==> config.mk <==
export PLATFORM = sky130hd
export DESIGN_NAME = sargantana_icache_checker_pipe_flat
export DESIGN_NICKNAME = d
export VERILOG_FILES = /design/src/rtl/sargantana_icache_checker_pipe_if.sv /design/src/rtl/sargantana_icache_checker_pipe.sv /design/src/flat_wrapper.sv
export SDC_FILE = /design/constraint.sdc
export NUM_CORES = 1
export LEC_CHECK = 0
export CAP_MARGIN = 20
export CORE_AREA = 2 2 527 529
export CTS_BUF_LIST = sky130_fd_sc_hd__clkbuf_4
export CTS_CLUSTER_DIAMETER = 40
export CTS_CLUSTER_SIZE = 20
export DETAILED_ROUTE_END_ITERATION = 10
export DIE_AREA = 0 0 529 531
export SYNTH_ARGS = -nofsm -noshare
export SYNTH_HDL_FRONTEND = slang
export SYNTH_SLANG_ARGS = --single-unit
==> constraint.sdc <==
create_clock -name clk_i -period 13.8 [get_ports clk_i]
set_clock_uncertainty 0.15 [all_clocks]
set_input_delay 2.76 -clock clk_i [delete_from_list [all_inputs] [get_ports clk_i]]
set_output_delay 2.76 -clock clk_i [all_outputs]
set_load 0.05 [all_outputs]
==> src/rtl/sargantana_icache_checker_pipe_if.sv <==
// Request/response bundle of the pipelined icache tag checker.
// The master side issues tag-compare requests and consumes responses; the checker is the slave.
interface sargantana_icache_checker_pipe_if #(
    parameter int N_WAYS  = 4,
    parameter int TAG_W   = 20,
    parameter int LINE_W  = 256,
    parameter int FETCH_W = 128,
    parameter int CNT_W   = 32,
    parameter int OFF_W   = (LINE_W / FETCH_W > 1) ? $clog2(LINE_W / FETCH_W) : 1
);
    // Both sides use valid/ready: a transfer happens on a rising clock edge where valid and
    // ready are both 1. Once valid is raised, it and its payload stay stable until that transfer.
    logic                       flush_i;
    logic                       req_valid_i;
    logic                       req_ready_o;
    logic [TAG_W-1:0]           req_tag_i;
    logic [OFF_W-1:0]           req_off_i;
    logic [N_WAYS-1:0]          way_valid_i;
    logic [N_WAYS*TAG_W-1:0]    read_tags_i;
    logic [N_WAYS*LINE_W-1:0]   data_rd_i;
    logic                       rsp_valid_o;
    logic                       rsp_ready_i;
    logic                       rsp_hit_o;
    logic [N_WAYS-1:0]          rsp_way_o;
    logic                       rsp_multihit_o;
    logic [FETCH_W-1:0]         rsp_data_o;
    logic [CNT_W-1:0]           hit_cnt_o;
    logic [CNT_W-1:0]           miss_cnt_o;
    logic [CNT_W-1:0]           mhit_cnt_o;

    modport master (
        output flush_i, req_valid_i, req_tag_i, req_off_i, way_valid_i, read_tags_i,
               data_rd_i, rsp_ready_i,
        input  req_ready_o, rsp_valid_o, rsp_hit_o, rsp_way_o, rsp_multihit_o, rsp_data_o,
               hit_cnt_o, miss_cnt_o, mhit_cnt_o
    );

    modport slave (
        input  flush_i, req_valid_i, req_tag_i, req_off_i, way_valid_i, read_tags_i,
               data_rd_i, rsp_ready_i,
        output req_ready_o, rsp_valid_o, rsp_hit_o, rsp_way_o, rsp_multihit_o, rsp_data_o,
               hit_cnt_o, miss_cnt_o, mhit_cnt_o
    );
endinterface

==> src/rtl/sargantana_icache_checker_pipe.sv <==
// Two-stage icache tag checker: stage 1 compares tags and picks each way's chunk, stage 2 resolves the way.
// Define SARGANTANA_ICACHE_CHK_PERF_EN to build the saturating hit/miss/multi-hit counters.
module sargantana_icache_checker_pipe #(
    parameter int N_WAYS  = 4,
    parameter int TAG_W   = 20,
    parameter int LINE_W  = 256,
    parameter int FETCH_W = 128,
    parameter int CNT_W   = 32
) (
    input logic                              clk_i,
    input logic                              rstn_i,
    sargantana_icache_checker_pipe_if.slave  bus
);
    localparam int N_CHUNK = LINE_W / FETCH_W;

    logic               s1_valid;
    logic               s2_valid;
    logic               s2_adv;
    logic               req_ready;
    logic               accept;
    int                 off_idx;
    logic [N_WAYS-1:0]  hit_in;
    logic [FETCH_W-1:0] chunk_in [N_WAYS];
    logic [N_WAYS-1:0]  s1_hit;
    logic [FETCH_W-1:0] s1_chunk [N_WAYS];
    logic               found;
    logic [N_WAYS-1:0]  sel_way;
    logic               sel_multi;
    logic [FETCH_W-1:0] sel_data;
    logic               rsp_hit;
    logic [N_WAYS-1:0]  rsp_way;
    logic               rsp_multi;
    logic [FETCH_W-1:0] rsp_data;

    // Stage 1 refills whenever it is empty or its entry moves on; flush blocks intake for that cycle.
    assign s2_adv    = !s2_valid || bus.rsp_ready_i;
    assign req_ready = rstn_i && !bus.flush_i && (!s1_valid || s2_adv);
    assign accept    = bus.req_valid_i && req_ready;

    assign bus.req_ready_o = req_ready;

    always_comb begin
        off_idx = (N_CHUNK > 1) ? int'(bus.req_off_i) : 0;
        hit_in  = '0;
        for (int w = 0; w < N_WAYS; w++) begin
            hit_in[w]   = bus.way_valid_i[w] && (bus.read_tags_i[w*TAG_W +: TAG_W] == bus.req_tag_i);
            chunk_in[w] = bus.data_rd_i[w*LINE_W + off_idx*FETCH_W +: FETCH_W];
        end
    end

    always_ff @(posedge clk_i or negedge rstn_i) begin
        if (!rstn_i) begin
            s1_valid <= 1'b0;
            s1_hit   <= '0;
        end else begin
            if (bus.flush_i) begin
                s1_valid <= 1'b0;
            end else if (accept) begin
                s1_valid <= 1'b1;
            end else if (s2_adv) begin
                s1_valid <= 1'b0;
            end
            if (accept) begin
                s1_hit <= hit_in;
            end
        end
    end

    always_ff @(posedge clk_i) begin
        if (accept) begin
            for (int w = 0; w < N_WAYS; w++) begin
                s1_chunk[w] <= chunk_in[w];
            end
        end
    end

    // Lowest-index hit wins; any later hit marks the entry as multi-hit.
    always_comb begin
        found     = 1'b0;
        sel_way   = '0;
        sel_multi = 1'b0;
        sel_data  = '0;
        for (int w = 0; w < N_WAYS; w++) begin
            if (s1_hit[w]) begin
                if (found) begin
                    sel_multi = 1'b1;
                end else begin
                    sel_way[w] = 1'b1;
                    sel_data   = s1_chunk[w];
                end
                found = 1'b1;
            end
        end
    end

    always_ff @(posedge clk_i or negedge rstn_i) begin
        if (!rstn_i) begin
            s2_valid  <= 1'b0;
            rsp_hit   <= 1'b0;
            rsp_way   <= '0;
            rsp_multi <= 1'b0;
            rsp_data  <= '0;
        end else begin
            if (bus.flush_i) begin
                s2_valid <= 1'b0;
            end else if (s2_adv) begin
                s2_valid <= s1_valid;
            end
            if (s2_adv && s1_valid) begin
                rsp_hit   <= found;
                rsp_way   <= sel_way;
                rsp_multi <= sel_multi;
                rsp_data  <= sel_data;
            end
        end
    end

    assign bus.rsp_valid_o    = s2_valid;
    assign bus.rsp_hit_o      = rsp_hit;
    assign bus.rsp_way_o      = rsp_way;
    assign bus.rsp_multihit_o = rsp_multi;
    assign bus.rsp_data_o     = rsp_data;

`ifdef SARGANTANA_ICACHE_CHK_PERF_EN
    logic             rsp_fire;
    logic [CNT_W-1:0] hit_cnt;
    logic [CNT_W-1:0] miss_cnt;
    logic [CNT_W-1:0] mhit_cnt;

    // An entry dropped by a flush in the same cycle is never counted.
    assign rsp_fire = s2_valid && bus.rsp_ready_i && !bus.flush_i;

    always_ff @(posedge clk_i or negedge rstn_i) begin
        if (!rstn_i) begin
            hit_cnt  <= '0;
            miss_cnt <= '0;
            mhit_cnt <= '0;
        end else if (rsp_fire) begin
            if (rsp_hit && (hit_cnt != '1)) begin
                hit_cnt <= hit_cnt + CNT_W'(1);
            end
            if (!rsp_hit && (miss_cnt != '1)) begin
                miss_cnt <= miss_cnt + CNT_W'(1);
            end
            if (rsp_multi && (mhit_cnt != '1)) begin
                mhit_cnt <= mhit_cnt + CNT_W'(1);
            end
        end
    end

    assign bus.hit_cnt_o  = hit_cnt;
    assign bus.miss_cnt_o = miss_cnt;
    assign bus.mhit_cnt_o = mhit_cnt;
`else
    assign bus.hit_cnt_o  = '0;
    assign bus.miss_cnt_o = '0;
    assign bus.mhit_cnt_o = '0;
`endif

endmodule

==> src/flat_wrapper.sv <==
// flat-port wrapper written by rule: the top's interface ports become plain ports
module sargantana_icache_checker_pipe_flat 
#(
    parameter int N_WAYS  = 4,
    parameter int TAG_W   = 20,
    parameter int LINE_W  = 256,
    parameter int FETCH_W = 128,
    parameter int CNT_W   = 32
)
  (clk_i, rstn_i, bus_flush_i, bus_req_valid_i, bus_req_tag_i, bus_req_off_i, bus_way_valid_i, bus_read_tags_i, bus_data_rd_i, bus_rsp_ready_i, bus_req_ready_o, bus_rsp_valid_o, bus_rsp_hit_o, bus_rsp_way_o, bus_rsp_multihit_o, bus_rsp_data_o, bus_hit_cnt_o, bus_miss_cnt_o, bus_mhit_cnt_o);
  sargantana_icache_checker_pipe_if #(.N_WAYS(N_WAYS), .TAG_W(TAG_W), .LINE_W(LINE_W), .FETCH_W(FETCH_W), .CNT_W(CNT_W)) bus_i ();
  input logic clk_i;
  input logic rstn_i;
  input wire logic [$bits(bus_i.flush_i)-1:0] bus_flush_i;
  input wire logic [$bits(bus_i.req_valid_i)-1:0] bus_req_valid_i;
  input wire logic [$bits(bus_i.req_tag_i)-1:0] bus_req_tag_i;
  input wire logic [$bits(bus_i.req_off_i)-1:0] bus_req_off_i;
  input wire logic [$bits(bus_i.way_valid_i)-1:0] bus_way_valid_i;
  input wire logic [$bits(bus_i.read_tags_i)-1:0] bus_read_tags_i;
  input wire logic [$bits(bus_i.data_rd_i)-1:0] bus_data_rd_i;
  input wire logic [$bits(bus_i.rsp_ready_i)-1:0] bus_rsp_ready_i;
  output wire logic [$bits(bus_i.req_ready_o)-1:0] bus_req_ready_o;
  output wire logic [$bits(bus_i.rsp_valid_o)-1:0] bus_rsp_valid_o;
  output wire logic [$bits(bus_i.rsp_hit_o)-1:0] bus_rsp_hit_o;
  output wire logic [$bits(bus_i.rsp_way_o)-1:0] bus_rsp_way_o;
  output wire logic [$bits(bus_i.rsp_multihit_o)-1:0] bus_rsp_multihit_o;
  output wire logic [$bits(bus_i.rsp_data_o)-1:0] bus_rsp_data_o;
  output wire logic [$bits(bus_i.hit_cnt_o)-1:0] bus_hit_cnt_o;
  output wire logic [$bits(bus_i.miss_cnt_o)-1:0] bus_miss_cnt_o;
  output wire logic [$bits(bus_i.mhit_cnt_o)-1:0] bus_mhit_cnt_o;
  assign bus_i.flush_i = bus_flush_i;
  assign bus_i.req_valid_i = bus_req_valid_i;
  assign bus_i.req_tag_i = bus_req_tag_i;
  assign bus_i.req_off_i = bus_req_off_i;
  assign bus_i.way_valid_i = bus_way_valid_i;
  assign bus_i.read_tags_i = bus_read_tags_i;
  assign bus_i.data_rd_i = bus_data_rd_i;
  assign bus_i.rsp_ready_i = bus_rsp_ready_i;
  assign bus_req_ready_o = bus_i.req_ready_o;
  assign bus_rsp_valid_o = bus_i.rsp_valid_o;
  assign bus_rsp_hit_o = bus_i.rsp_hit_o;
  assign bus_rsp_way_o = bus_i.rsp_way_o;
  assign bus_rsp_multihit_o = bus_i.rsp_multihit_o;
  assign bus_rsp_data_o = bus_i.rsp_data_o;
  assign bus_hit_cnt_o = bus_i.hit_cnt_o;
  assign bus_miss_cnt_o = bus_i.miss_cnt_o;
  assign bus_mhit_cnt_o = bus_i.mhit_cnt_o;
  sargantana_icache_checker_pipe #(.N_WAYS(N_WAYS), .TAG_W(TAG_W), .LINE_W(LINE_W), .FETCH_W(FETCH_W), .CNT_W(CNT_W)) u_core (.clk_i(clk_i), .rstn_i(rstn_i), .bus(bus_i));
endmodule
==> summary.md <==
| Metric | Value |
|---|---|
| Outcome | `complete, no violations` |
| Final Hold Fails | `0` |
| Avg Cell Area, Syn | `around 14 um^2` |
| Root Buffer | `clkbuf_4` |
| Placer Congestion | `0.8914` |
| CTS tree | `built` |
| Post-layout min period | `just under 8 ns` |
| Worst-path clk slew | `approximately 0.090 ns` |
| Setup TNS | `0 ns` |
| Hold_buf cts | `0` |
| Clock Sinks | `652` |
| DP Area | `around 47000 um^2` |
| Sequential area share after synthesis | `0.6086` |
| Row cnt | `around 190` |
| Remaining Overflow, GRT | `0` |
| Layout Area Growth over Synthesis | `60.38%` |
| Maximum clock path buffer count | `4` |
| Hold/Removal Path Class | `reg -> reg` |
| H-tree Lvls | `4` |
| Detail Route Antenna Nets | `0` |
| Pre-CTS setup slack | `~5.9 ns` |
| Netlist cell types | `34` |
| Non-Filler Instances | `between 7000 and 8000` |
| Worst Path Arrival | `~5 ns` |
| Via count | `~25000` |
| Wire per inst | `~28 um` |
| Max-Cap Viols | `0` |
| Clock latency on the worst-skew pair | `~1.2 ns` |
| Final Util | `0.1807` |
| Post-route DRC | `0` |
| Layout cell share with drive strength beyond 1 | `0.2227` |
| Tot Pwr | `about 5.6 mW` |
| Initial Util | `0.1127` |
| Worst-Margin Slew | `about 1.3 ns` |
| Class of the most critical setup path | `in -> out` |
| PostCTS Resize Cnt | `0` |
| Filler Cell Count | `29980` |
| Vias per inst | `3.471` |
| Core area | `between 200000 and 300000 um^2` |
| Vias in the first global route | `around 25000` |
| Initial antenna violation count | `approximately 180` |
| YS warnings | `0` |
| Fmax | `around 130 MHz` |
| Die X | `529 um` |
| TritonCTS buffer count | `roughly 140` |
| Final Worst Setup Slack | `6.019 ns` |
| HPWL Detailed | `165200 um` |
| Maximum vdd ir drop | `0.05619 mV` |
| Drt initial violations | `roughly 1600` |
| Pins over their slew limit | `0` |
| Reg2reg start | `u_core.s1_hit[2]` |
| Post-CTS setup buffers | `0` |
| R2R Setup Slk | `10.46 ns` |
| Post-Syn Instances | `between 2000 and 2500` |
| Crit path from | `bus_flush_i` |
| Worst Setup Start Kind | `input pin` |
| Yosys reg bits | `~650` |
| Worst Path Required | `roughly 11 ns` |
| Hold WS | `between 0.3 and 0.4 ns` |
| Die H | `approximately 530 um` |
| Largest net degree at the start of global routing | `161` |
| Leak | `16.70 nW` |
| Drt pass-1 iters | `7` |
| Routed Wire Length | `between 150000 and 200000 um` |
| Hold path start | `u_core.s1_chunk[0][71]` |
| Part of the cycle the worst path needs | `0.5638` |
| First-pass GRT wire length | `around 250000 um` |
| Fin nets | `about 4600` |
| DIE AREA | `around 280000 um^2` |
| Crit Path Max Fanout | `4` |
| Buffers on Ports | `1269` |
| Worst slew margin | `0.1129` |
| RSZ-0062 raised after global routing | `false` |
| Power per Cell Area | `approximately 110 nW/um^2` |
| Post-Syn Area | `approximately 31000 um^2` |
| # setup viols final | `0` |
| Setup crit end kind | `primary output` |
| Ports | `about 1400` |
| Final Cell Area | `~50000 um^2` |
| Placed Cells incl. Taps | `6960` |
| Overall Global Routing Usage | `0.1350` |
cells in the mapped netlist, drive strengths merged:
library cell,instances,area (um^2)
nand2b,1,6.260
o22a,1,8.760
o31ai,4,30.03
nand3b,1,7.510
xor2,76,665.6
a21oi,258,1291
xnor2,4,35.03
nor2b,1,8.760
nand2,14,52.55
o21ai,132,660.6
nor2,131,491.7
dfrtp,140,3503
a221o,128,1281
buf,202,1396
nand4b,2,17.52
mux2,512,5766
and2,2,15.02
clkbuf,53,198.9
o22ai,1,6.260
edfxtp,512,15370
nor4,16,100.1
and3b,1,8.760
nand4,4,25.02
nor3,5,36.29
conb,1,3.750
nand3,3,15.01
inv,3,11.26
final cells by class:
cell class,count,area [um^2],share of cell area
sequential,652,18890,0.3797
timing repair buffer,1306,13080,0.2630
multi-input combinational,1393,10910,0.2193
tap,3607,4513,0.09073
clock buffer,149,1119,0.02249
clock inverter,99,1091,0.02193
antenna,48,120.1,0.002415
inverter,3,22.52,0.0004528
path summary, 6_finish.rpt:
kind	end	cells past startpoint
setup / recovery	bus_req_ready_o	3
hold / removal	u_core.bus.rsp_data_o[71]	2
setup reg to reg	u_core.bus.rsp_data_o[52]	6
hold reg to reg	u_core.bus.rsp_data_o[71]	2
max in group asynchronous	u_core.bus.rsp_data_o[43]	3
min in group asynchronous	u_core.bus.rsp_data_o[97]	1
layout by cell type (no fill, tap or decap), types with 3 or more instances in the layout:
master,synthesis,layout
clkinv_4,0,21
nand3_1,3,3
a21oi_1,258,258
clkdlybuf4s50_1,0,1266
clkinv_1,0,8
inv_6,0,17
edfxtp_1,512,512
nor3_1,4,4
xnor2_1,4,4
buf_12,0,6
clkinv_2,0,14
mux2_2,512,512
buf_4,104,31
nand4_1,4,4
conb_1,1,96
o21ai_0,94,93
diode_2,0,48
nor2_1,131,131
dfrtp_1,140,138
nor4_1,16,15
xor2_1,76,76
o21ai_1,38,39
o31ai_1,4,4
bufinv_16,0,15
nand2_1,14,13
inv_8,0,8
clkbuf_4,0,149
clkinvlp_4,0,15
a221o_1,128,128
logic make-up (layout without fill, tap and decap cells):
group | count (synthesis) | count (layout) | share of synthesized area
AOI/OAI and AO/OA | 524 | 524 | 0.1057
xor gates and xnor gates | 80 | 80 | 0.02259
buffers and inverters | 258 | 1557 | 0.05180
DFF | 652 | 652 | 0.6086
muxes | 512 | 512 | 0.1859
other | 1 | 144 | 0.0001209
and+or+nand+nor | 181 | 181 | 0.02529
sequential cells by signal, indices dropped and copies added (netlist names):
register,flops
u_core.bus.rsp_valid_o,1
u_core.s1_valid,1
u_core.bus.rsp_hit_o,1
u_core.s1_chunk,512
u_core.bus.rsp_multihit_o,1
u_core.bus.rsp_data_o,128
u_core.s1_hit,4
u_core.bus.rsp_way_o,4
worst max-delay path, stage by stage:
cell and delay (ns):
clkdlybuf4s50_1 0.78, and3b_1 0.46, clkdlybuf4s50_1 0.84
per-layer routing:
| metal | track usage | part of all wire | vias up |
|---|---|---|---|
| li1 | - | - | 10960 |
| met1 | 0.1537 | 0.39 | 12170 |
| met2 | 0.2206 | 0.46 | 1511 |
| met3 | 0.06529 | 0.11 | 430 |
| met4 | 0.04377 | 0.035 | 114 |
| met5 | 0 | 0.0036 | - |
report_power, final:
| group | internal (mW) | switching, mW | total, mW |
|---|---|---|---|
| combinational | 0.581 | 0.758 | 1.34 |
| clock | 0.877 | 1.01 | 1.89 |
| sequential | 2.27 | 0.0773 | 2.35 |
Power figures use the tool's default switching activity.
